--- src/rtl/fetch_queue_pkg.sv ---
// Shared defaults and next-PC select encoding for the fetch queue.
package fetch_queue_pkg;

  localparam int          FQ_WIDTH    = 32;
  localparam logic [31:0] FQ_RESET_PC = 32'h0040_0020;
  localparam logic [31:0] FQ_PC_STEP  = 32'd4;
  localparam int          FQ_DEPTH    = 4;

  typedef enum logic [1:0] {
    PC_SEL_SEQ    = 2'd0,
    PC_SEL_BRANCH = 2'd1,
    PC_SEL_JR     = 2'd2,
    PC_SEL_J      = 2'd3
  } pc_sel_e;

  // Branch outranks any jump; jump_reg only qualifies a jump.
  function automatic pc_sel_e pc_select(input logic branch, input logic jump,
                                        input logic jump_reg);
    if (branch)
      return PC_SEL_BRANCH;
    else if (jump)
      return jump_reg ? PC_SEL_JR : PC_SEL_J;
    else
      return PC_SEL_SEQ;
  endfunction

endpackage

--- src/rtl/fetch_queue_if.sv ---
// Redirect, instruction-memory and decode-side signals of the fetch queue.
interface fetch_queue_if
  import fetch_queue_pkg::*;
#(
  parameter int WIDTH = FQ_WIDTH
);
  logic             jump;
  logic             jump_reg;
  logic             branch;
  logic [WIDTH-1:0] branch_addr;
  logic [WIDTH-1:0] jump_reg_addr;
  logic [WIDTH-1:0] jump_addr;
  logic             imem_req_valid;
  logic             imem_req_ready;
  logic [WIDTH-1:0] imem_req_addr;
  logic             imem_resp_valid;
  logic [WIDTH-1:0] imem_resp_data;
  logic             decode_ready;
  logic             instr_valid;
  logic [WIDTH-1:0] instr;
  logic [WIDTH-1:0] pc_plus_4;

  // The fetch queue itself.
  modport master (
    input  jump, jump_reg, branch, branch_addr, jump_reg_addr, jump_addr,
    input  imem_req_ready, imem_resp_valid, imem_resp_data, decode_ready,
    output imem_req_valid, imem_req_addr, instr_valid, instr, pc_plus_4
  );

  // Memory, redirect logic and decode surrounding it.
  modport slave (
    output jump, jump_reg, branch, branch_addr, jump_reg_addr, jump_addr,
    output imem_req_ready, imem_resp_valid, imem_resp_data, decode_ready,
    input  imem_req_valid, imem_req_addr, instr_valid, instr, pc_plus_4
  );
endinterface

--- src/rtl/fetch_queue_sync_fifo.sv ---
// Synchronous FIFO with flush; head is read combinationally from storage.
module sync_fifo #(
  parameter int WIDTH = 32,
  parameter int DEPTH = 4
) (
  input  logic                   clk,
  input  logic                   reset,
  input  logic                   i_flush,
  input  logic                   i_wr_en,
  input  logic [WIDTH-1:0]       i_wr_data,
  input  logic                   i_rd_en,
  output logic [WIDTH-1:0]       o_rd_data,
  output logic [$clog2(DEPTH):0] o_count
);
  localparam int AW = $clog2(DEPTH);

  logic [WIDTH-1:0] r_mem [DEPTH];
  logic [AW-1:0]    r_wr_ptr;
  logic [AW-1:0]    r_rd_ptr;
  logic [AW:0]      r_count;
  logic             w_wr;
  logic             w_rd;

  // A flush discards the same-cycle write; reads of an empty FIFO are ignored.
  assign w_wr = i_wr_en && !i_flush;
  assign w_rd = i_rd_en && !i_flush && (r_count != '0);

  // Pointer and occupancy control.
  always_ff @(posedge clk) begin
    if (reset || i_flush) begin
      r_wr_ptr <= '0;
      r_rd_ptr <= '0;
      r_count  <= '0;
    end else begin
      if (w_wr) r_wr_ptr <= r_wr_ptr + 1'b1;
      if (w_rd) r_rd_ptr <= r_rd_ptr + 1'b1;
      case ({w_wr, w_rd})
        2'b10:   r_count <= r_count + 1'b1;
        2'b01:   r_count <= r_count - 1'b1;
        default: r_count <= r_count;
      endcase
    end
  end

  // Storage is data only and needs no reset.
  always_ff @(posedge clk) begin
    if (w_wr) r_mem[r_wr_ptr] <= i_wr_data;
  end

  assign o_rd_data = r_mem[r_rd_ptr];
  assign o_count   = r_count;

endmodule

--- src/rtl/fetch_queue.sv ---
// Fetch stage: owns the PC, issues credit-limited pipelined imem requests,
// drops responses made stale by a redirect and queues the rest for decode.
module fetch_queue
  import fetch_queue_pkg::*;
#(
  parameter int               WIDTH    = FQ_WIDTH,
  parameter logic [WIDTH-1:0] RESET_PC = WIDTH'(FQ_RESET_PC),
  parameter int               DEPTH    = FQ_DEPTH,
  parameter logic [WIDTH-1:0] PC_STEP  = WIDTH'(FQ_PC_STEP)
) (
  input  logic          clk,
  input  logic          reset,
  fetch_queue_if.master ifc
);
  localparam int CW = $clog2(DEPTH) + 1;

  logic [WIDTH-1:0] r_fetch_pc;
  logic [CW-1:0]    r_outstanding;
  logic [CW-1:0]    r_drop;

  pc_sel_e          w_sel;
  logic             w_redirect;
  logic [WIDTH-1:0] w_next_pc;
  logic [CW:0]      w_inflight;
  logic             w_req_valid;
  logic             w_req_fire;
  logic             w_resp_fire;
  logic             w_resp_keep;
  logic             w_deq;
  logic             w_instr_valid;
  logic [CW-1:0]    w_outstanding_nxt;
  logic [CW-1:0]    w_icount;
  logic [CW-1:0]    w_acount;
  logic [WIDTH-1:0] w_ififo_data;
  logic [WIDTH-1:0] w_afifo_data;

  assign w_sel      = pc_select(ifc.branch, ifc.jump, ifc.jump_reg);
  assign w_redirect = ifc.branch | ifc.jump;

  // Outstanding requests reserve FIFO slots, so the FIFO can never overflow.
  assign w_inflight  = {1'b0, w_icount} + {1'b0, r_outstanding};
  assign w_req_valid = !reset && !w_redirect && (w_inflight < (CW+1)'(DEPTH));
  assign w_req_fire  = w_req_valid && ifc.imem_req_ready;
  assign w_resp_fire = ifc.imem_resp_valid;
  assign w_resp_keep = w_resp_fire && (r_drop == '0) && !w_redirect;

  // Decode is ignored in a redirect cycle: the head it sees is being flushed.
  assign w_instr_valid = (w_icount != '0);
  assign w_deq         = w_instr_valid && ifc.decode_ready && !w_redirect;

  assign w_outstanding_nxt = r_outstanding + CW'(w_req_fire) - CW'(w_resp_fire);

  // Next-PC mux: redirect targets, else sequential advance on acceptance.
  always_comb begin
    w_next_pc = r_fetch_pc;
    case (w_sel)
      PC_SEL_BRANCH: w_next_pc = ifc.branch_addr;
      PC_SEL_JR:     w_next_pc = ifc.jump_reg_addr;
      PC_SEL_J:      w_next_pc = ifc.jump_addr;
      default:       w_next_pc = w_req_fire ? r_fetch_pc + PC_STEP : r_fetch_pc;
    endcase
  end

  // PC, in-flight and drop bookkeeping; a redirect marks every request still
  // in flight after this cycle as stale.
  always_ff @(posedge clk) begin
    if (reset) begin
      r_fetch_pc    <= RESET_PC;
      r_outstanding <= '0;
      r_drop        <= '0;
    end else begin
      r_fetch_pc    <= w_next_pc;
      r_outstanding <= w_outstanding_nxt;
      if (w_redirect)
        r_drop <= w_outstanding_nxt;
      else if (w_resp_fire && (r_drop != '0))
        r_drop <= r_drop - CW'(1);
    end
  end

  sync_fifo #(.WIDTH(WIDTH), .DEPTH(DEPTH)) u_instr_fifo (
    .clk       (clk),
    .reset     (reset),
    .i_flush   (w_redirect),
    .i_wr_en   (w_resp_keep),
    .i_wr_data (ifc.imem_resp_data),
    .i_rd_en   (w_deq),
    .o_rd_data (w_ififo_data),
    .o_count   (w_icount)
  );

  // Addresses are queued at acceptance, so after a flush only live requests
  // have entries and the head always pairs with the instruction head.
  sync_fifo #(.WIDTH(WIDTH), .DEPTH(DEPTH)) u_addr_fifo (
    .clk       (clk),
    .reset     (reset),
    .i_flush   (w_redirect),
    .i_wr_en   (w_req_fire),
    .i_wr_data (r_fetch_pc),
    .i_rd_en   (w_deq),
    .o_rd_data (w_afifo_data),
    .o_count   (w_acount)
  );

  // Protocol checks: no response without a request; address queue covers instructions.
  always_ff @(posedge clk) begin
    if (!reset) begin
      if (ifc.imem_resp_valid) assert (r_outstanding != '0);
      assert (w_acount >= w_icount);
    end
  end

  assign ifc.imem_req_valid = w_req_valid;
  assign ifc.imem_req_addr  = r_fetch_pc;
  assign ifc.instr_valid    = w_instr_valid;
  assign ifc.instr          = w_instr_valid ? w_ififo_data : '0;
  assign ifc.pc_plus_4      = w_instr_valid ? w_afifo_data + PC_STEP : '0;

endmodule

--- src/flat_wrapper.sv ---
// flat-port wrapper written by rule: the top's interface ports become plain ports
module fetch_queue_flat import fetch_queue_pkg::*;
#(
  parameter int               WIDTH    = FQ_WIDTH,
  parameter logic [WIDTH-1:0] RESET_PC = WIDTH'(FQ_RESET_PC),
  parameter int               DEPTH    = FQ_DEPTH,
  parameter logic [WIDTH-1:0] PC_STEP  = WIDTH'(FQ_PC_STEP)
)
  (clk, reset, ifc_jump, ifc_jump_reg, ifc_branch, ifc_branch_addr, ifc_jump_reg_addr, ifc_jump_addr, ifc_imem_req_ready, ifc_imem_resp_valid, ifc_imem_resp_data, ifc_decode_ready, ifc_imem_req_valid, ifc_imem_req_addr, ifc_instr_valid, ifc_instr, ifc_pc_plus_4);
  fetch_queue_if #(.WIDTH(WIDTH)) ifc_i ();
  input  logic clk;
  input  logic reset;
  input wire logic [$bits(ifc_i.jump)-1:0] ifc_jump;
  input wire logic [$bits(ifc_i.jump_reg)-1:0] ifc_jump_reg;
  input wire logic [$bits(ifc_i.branch)-1:0] ifc_branch;
  input wire logic [$bits(ifc_i.branch_addr)-1:0] ifc_branch_addr;
  input wire logic [$bits(ifc_i.jump_reg_addr)-1:0] ifc_jump_reg_addr;
  input wire logic [$bits(ifc_i.jump_addr)-1:0] ifc_jump_addr;
  input wire logic [$bits(ifc_i.imem_req_ready)-1:0] ifc_imem_req_ready;
  input wire logic [$bits(ifc_i.imem_resp_valid)-1:0] ifc_imem_resp_valid;
  input wire logic [$bits(ifc_i.imem_resp_data)-1:0] ifc_imem_resp_data;
  input wire logic [$bits(ifc_i.decode_ready)-1:0] ifc_decode_ready;
  output wire logic [$bits(ifc_i.imem_req_valid)-1:0] ifc_imem_req_valid;
  output wire logic [$bits(ifc_i.imem_req_addr)-1:0] ifc_imem_req_addr;
  output wire logic [$bits(ifc_i.instr_valid)-1:0] ifc_instr_valid;
  output wire logic [$bits(ifc_i.instr)-1:0] ifc_instr;
  output wire logic [$bits(ifc_i.pc_plus_4)-1:0] ifc_pc_plus_4;
  assign ifc_i.jump = ifc_jump;
  assign ifc_i.jump_reg = ifc_jump_reg;
  assign ifc_i.branch = ifc_branch;
  assign ifc_i.branch_addr = ifc_branch_addr;
  assign ifc_i.jump_reg_addr = ifc_jump_reg_addr;
  assign ifc_i.jump_addr = ifc_jump_addr;
  assign ifc_i.imem_req_ready = ifc_imem_req_ready;
  assign ifc_i.imem_resp_valid = ifc_imem_resp_valid;
  assign ifc_i.imem_resp_data = ifc_imem_resp_data;
  assign ifc_i.decode_ready = ifc_decode_ready;
  assign ifc_imem_req_valid = ifc_i.imem_req_valid;
  assign ifc_imem_req_addr = ifc_i.imem_req_addr;
  assign ifc_instr_valid = ifc_i.instr_valid;
  assign ifc_instr = ifc_i.instr;
  assign ifc_pc_plus_4 = ifc_i.pc_plus_4;
  fetch_queue #(.WIDTH(WIDTH), .RESET_PC(RESET_PC), .DEPTH(DEPTH), .PC_STEP(PC_STEP)) u_core (.clk(clk), .reset(reset), .ifc(ifc_i));
endmodule
--- config.mk ---
export PLATFORM = sky130hd
export DESIGN_NAME = fetch_queue_flat
export DESIGN_NICKNAME = d
export VERILOG_FILES = /design/src/rtl/fetch_queue_pkg.sv /design/src/rtl/fetch_queue_if.sv /design/src/rtl/fetch_queue_sync_fifo.sv /design/src/rtl/fetch_queue.sv /design/src/flat_wrapper.sv
export SDC_FILE = /design/constraint.sdc
export NUM_CORES = 1
export LEC_CHECK = 0
export ABC_AREA = 1
export CELL_PAD_IN_SITES_DETAIL_PLACEMENT = 1
export CELL_PAD_IN_SITES_GLOBAL_PLACEMENT = 1
export CORE_MARGIN = 4
export CORE_UTILIZATION = 44
export DETAILED_ROUTE_END_ITERATION = 7
export PLACE_DENSITY_LB_ADDON = 0.15
export RECOVER_POWER = 100
export SYNTH_ARGS = -nofsm -noshare
export SYNTH_HDL_FRONTEND = slang
export SYNTH_SLANG_ARGS = --single-unit
--- constraint.sdc ---
create_clock -name clk -period 4.85 [get_ports clk]
set_input_delay 0.7275 -clock clk [delete_from_list [all_inputs] [get_ports clk]]
set_output_delay 0.7275 -clock clk [all_outputs]
set_load 0.01 [all_outputs]
==> flow_summary.json <==
{
  "synthesis.area_um2": 15400,
  "hold_buffers": 0,
  "critPathSlowestCell": "dfxtp_2",
  "die-area_um2": 38100,
  "grt_first_pass_wirelength_um": 74100,
  "clock_latency_ps": 560,
  "grtUsageTotal_pct": 24.0,
  "wl_per_cell_um": 19.2,
  "pwr_density_cell_nw_per_um2": 312,
  "layout_common_cells": "519 x nand2_1, 279 x nor2_1, 256 x edfxtp_1, 127 x o21ai_0, 125 x dlygate4sd3_1",
  "antenna_found_initial": 1,
  "p_int_mw": 4.53,
  "worst-path-buf-inv": 2,
  "end_kind": "primary output",
  "cts_sinks": 312,
  "start_util_pct": 44.7,
  "drive_gt1_share_pct": 5.24,
  "die_y_um": 195,
  "status": "complete, but fails checks",
  "via_per_inst": 5.32,
  "grt_max_degree": 65,
  "start_kind": "flop",
  "cts_buffers": 31,
  "synth_fa_ha_area_share_pct": 2.09,
  "portBuffers": 233,
  "fmax_ghz": 0.222,
  "cts_tree": "yes",
  "cp_max_fo": 47,
  "final_common_cell": "nand2_1",
  "rr_startpoint": "u_core.u_instr_fifo.o_count[0]$_SDFFE_PP0P_",
  "maxCapViolations": 1,
  "rrSetupSlack_ps": 1630,
  "dr.pass1.iters": 5,
  "ir_worst_vdd_uv": 286,
  "netlist-cell-type-count": 39,
  "synth.avg_cell_area_um2": 8.71,
  "clockBufferDepth": 3,
  "core_area_um2": 34500,
  "worstSetupPathType": "flop to primary output",
  "rows": 68,
  "crit_path_frequent_cell": "nand2_1",
  "postCtsResizedCells": 0,
  "post-route-period-util_pct": 92.8,
  "hold_depth": 2,
  "layout.nets": 2142,
  "synth.area.mux_share_pct": 0,
  "min-delay-start": "u_core.u_instr_fifo.r_rd_ptr[1]$_SDFFE_PP0P_",
  "comb_power_share_pct": 9.1,
  "io_pins": 234,
  "switching_power_mw": 1.40,
  "drt-initial-drc-count": 684,
  "rsz0062_at_grt": "false",
  "reg2reg_to": "u_core.u_addr_fifo.o_count[2]$_SDFFE_PP0P_",
  "grt-ovfl-total": 0,
  "synth_nets": 1933,
  "synth-simple-area-share_pct": 25.2,
  "postCtsSetupRepairBufs": 0,
  "synth_top_family_by_area": "simple AND/OR/NAND/NOR gates",
  "layout_min_cycle_time_ps": 4500,
  "synth_compound_area_share_pct": 8.70,
  "setup_viol": 0,
  "critPathTopFamily": "simple AND/OR/NAND/NOR gates",
  "cp_cell_sequence": "buf_4 > nand2_1 > nand2_1 > nand2_1 > nand2_1 > nand2_1 > nor2_1 > nand2_1 > nor2_1 > nand2_1 > nand2_1 > nand2_1 > nor2_1 > dlygate4sd3_1",
  "hold_class": "flop to flop",
  "total_power_mw": 5.94,
  "violations": "capacitance limit",
  "synth_xor_area_share_pct": 1.53,
  "worstPathArrival_ps": 3770,
  "timing.setup.tns_ps": 0,
  "slew_violations": 0,
  "min_to": "u_core.u_instr_fifo.r_rd_ptr[1]$_SDFFE_PP0P_",
  "hold_violations": 0,
  "dpl.hpwl_um": 32600,
  "finalWeightedCongestion": 0.890,
  "maxSlewHeadroom_pct": 0.301,
  "area_delta_synth_final_pct": 23.3,
  "synth-seq-area-share_pct": 57.1,
  "h-tree-depth": 1,
  "wirelength_um": 47300,
  "postRouteAntennaNets": 0,
  "p_seq_share_pct": 52.3,
  "switching_share_pct": 23.7,
  "leakage_nw": 7.37,
  "ys_ff_latch": 312,
  "synth_cells": 1773,
  "vias": 13100,
  "ys_warn_count": 0,
  "first_global_vias": 13800,
  "critPathRequiredTime_ps": 4120,
  "root_buffer": "clkbuf_16",
  "cp_slowest_stage_delay_ps": 650,
  "post-route-drc-count": 0,
  "r2r_cells": 11,
  "die_x_um": 195,
  "finalClockSkew_ps": 7.99,
  "cts.clk_slew.worst_paths_ps": 60,
  "clkPwrFrac_pct": 38.6,
  "worst_pin_slew_ps": 1500
}
-- tightest hold or removal path, delay by kind of cell, from the launching register on --
family / cells / cell delay (ps)
AO/OA/AOI/OAI: 1 / 70
flip-flops: 1 / 300
buffers and inverters: 1 / 60
-- stage by stage --
step / worst slack, ps / area (µm²) / util (%) / std cells / hold WS, ps
floorplan: 1510 / 15400 / - / 1773 / 436
global placement: 1060 / 18100 / 52.4 / 2404 / 455
detailed placement: 996 / 18100 / 52.4 / 2404 / 456
CTS: 389 / 19100 / 55.2 / 2460 / 467
global route: 65.9 / 19000 / 55.1 / 2461 / 496
finish: 351 / 19000 / 55.1 / 2462 / 468
-- cells in the mapped netlist --
master	number	share of area [%]
nor2_2	10	0.41
buf_4	7	0.34
inv_1	101	2.5
nand2_2	8	0.32
edfxtp_1	256	50
nand2_1	519	13
buf_2	13	0.42
clkbuf_1	46	1.1
a31oi_1	9	0.36
a211oi_1	3	0.15
clkbuf_2	1	0.032
xor2_1	19	1.1
nor3_1	15	0.49
and3_1	1	0.041
or2_2	2	0.081
nor2_4	3	0.22
ha_1	21	1.7
nand3_2	2	0.13
a21oi_1	113	3.7
inv_8	1	0.073
inv_2	6	0.15
nor2_1	284	6.9
fa_1	3	0.39
o21ai_1	1	0.032
clkinv_1	1	0.024
nand3_1	103	3.3
nand4_1	12	0.49
o211ai_1	1	0.049
o21a_1	1	0.049
xnor2_1	8	0.45
buf_8	1	0.097
a31o_2	4	0.23
o21ai_0	127	4.1
nand2_4	1	0.073
buf_6	9	0.66
dfxtp_1	56	7.3
a32oi_1	1	0.057
buf_1	3	0.073
nor3_2	1	0.065
-- layer usage --
metal / up-vias / track usage, % / part of all wire [%]
li1: 6311 / - / -
met3: 59 / 3.57 / 5.0
met4: 0 / 5.64 / 2.1
met1: 6403 / 32.0 / 45
met2: 322 / 41.6 / 48
met5: - / 0 / 0
-- cell type report --
cell class / count / area (µm²)
fillers: 4050 / 15500
flip-flops and latches: 312 / 8810
multi-input cells: 1272 / 5800
repair buffers: 256 / 2470
clock buffers: 41 / 823
well taps: 455 / 569
inverters: 109 / 417
clock inverters: 15 / 138
diodes: 2 / 5.00
-- cells by family (layout without fill, tap and decap cells) --
group	Yosys count	count (layout)
AOI/OAI and AO/OA	260	260
DFF	312	312
xor gates and xnor gates	27	27
adders and majority gates	24	24
and+or+nand+nor	961	961
other	0	2
buffers and inverters	189	421
-- power by group through the flow --
stage / sequential (mW) / clock [mW] / combinational [mW]
floorplan: 3.12 / 0 / 0.261
global placement: 3.15 / 0 / 0.543
detailed placement: 3.16 / 0 / 0.558
CTS: 3.10 / 2.33 / 0.563
global route: 3.11 / 2.45 / 0.599
finish: 3.11 / 2.29 / 0.540
-- sequential cells by signal, indices dropped and copies added (netlist names), 3 cells and up, named ones only --
name / cells
u_core.u_addr_fifo.r_mem: 128
u_core.ifc.imem_req_addr: 32
u_core.r_outstanding: 3
u_core.u_instr_fifo.o_count: 3
u_core.r_drop: 3
u_core.u_instr_fifo.r_mem: 128
u_core.u_addr_fifo.o_count: 3
-- worst max path at each step --
stage                     depth (start not counted)   from  slack (ps)                                        to
after floorplan                                   6  reset        1510  u_core.u_addr_fifo.r_mem[0][0]$_DFFE_PP_
after global placement                           14   flop        1060                         ifc_pc_plus_4[30]
after detailed placement                         14   flop        1000                         ifc_pc_plus_4[30]
after CTS                                        14   flop         390                         ifc_pc_plus_4[30]
after global routing                             14   flop          70                         ifc_pc_plus_4[28]
final                                            14   flop         350                         ifc_pc_plus_4[30]
Note: power is estimated with default switching activity, not from simulation.
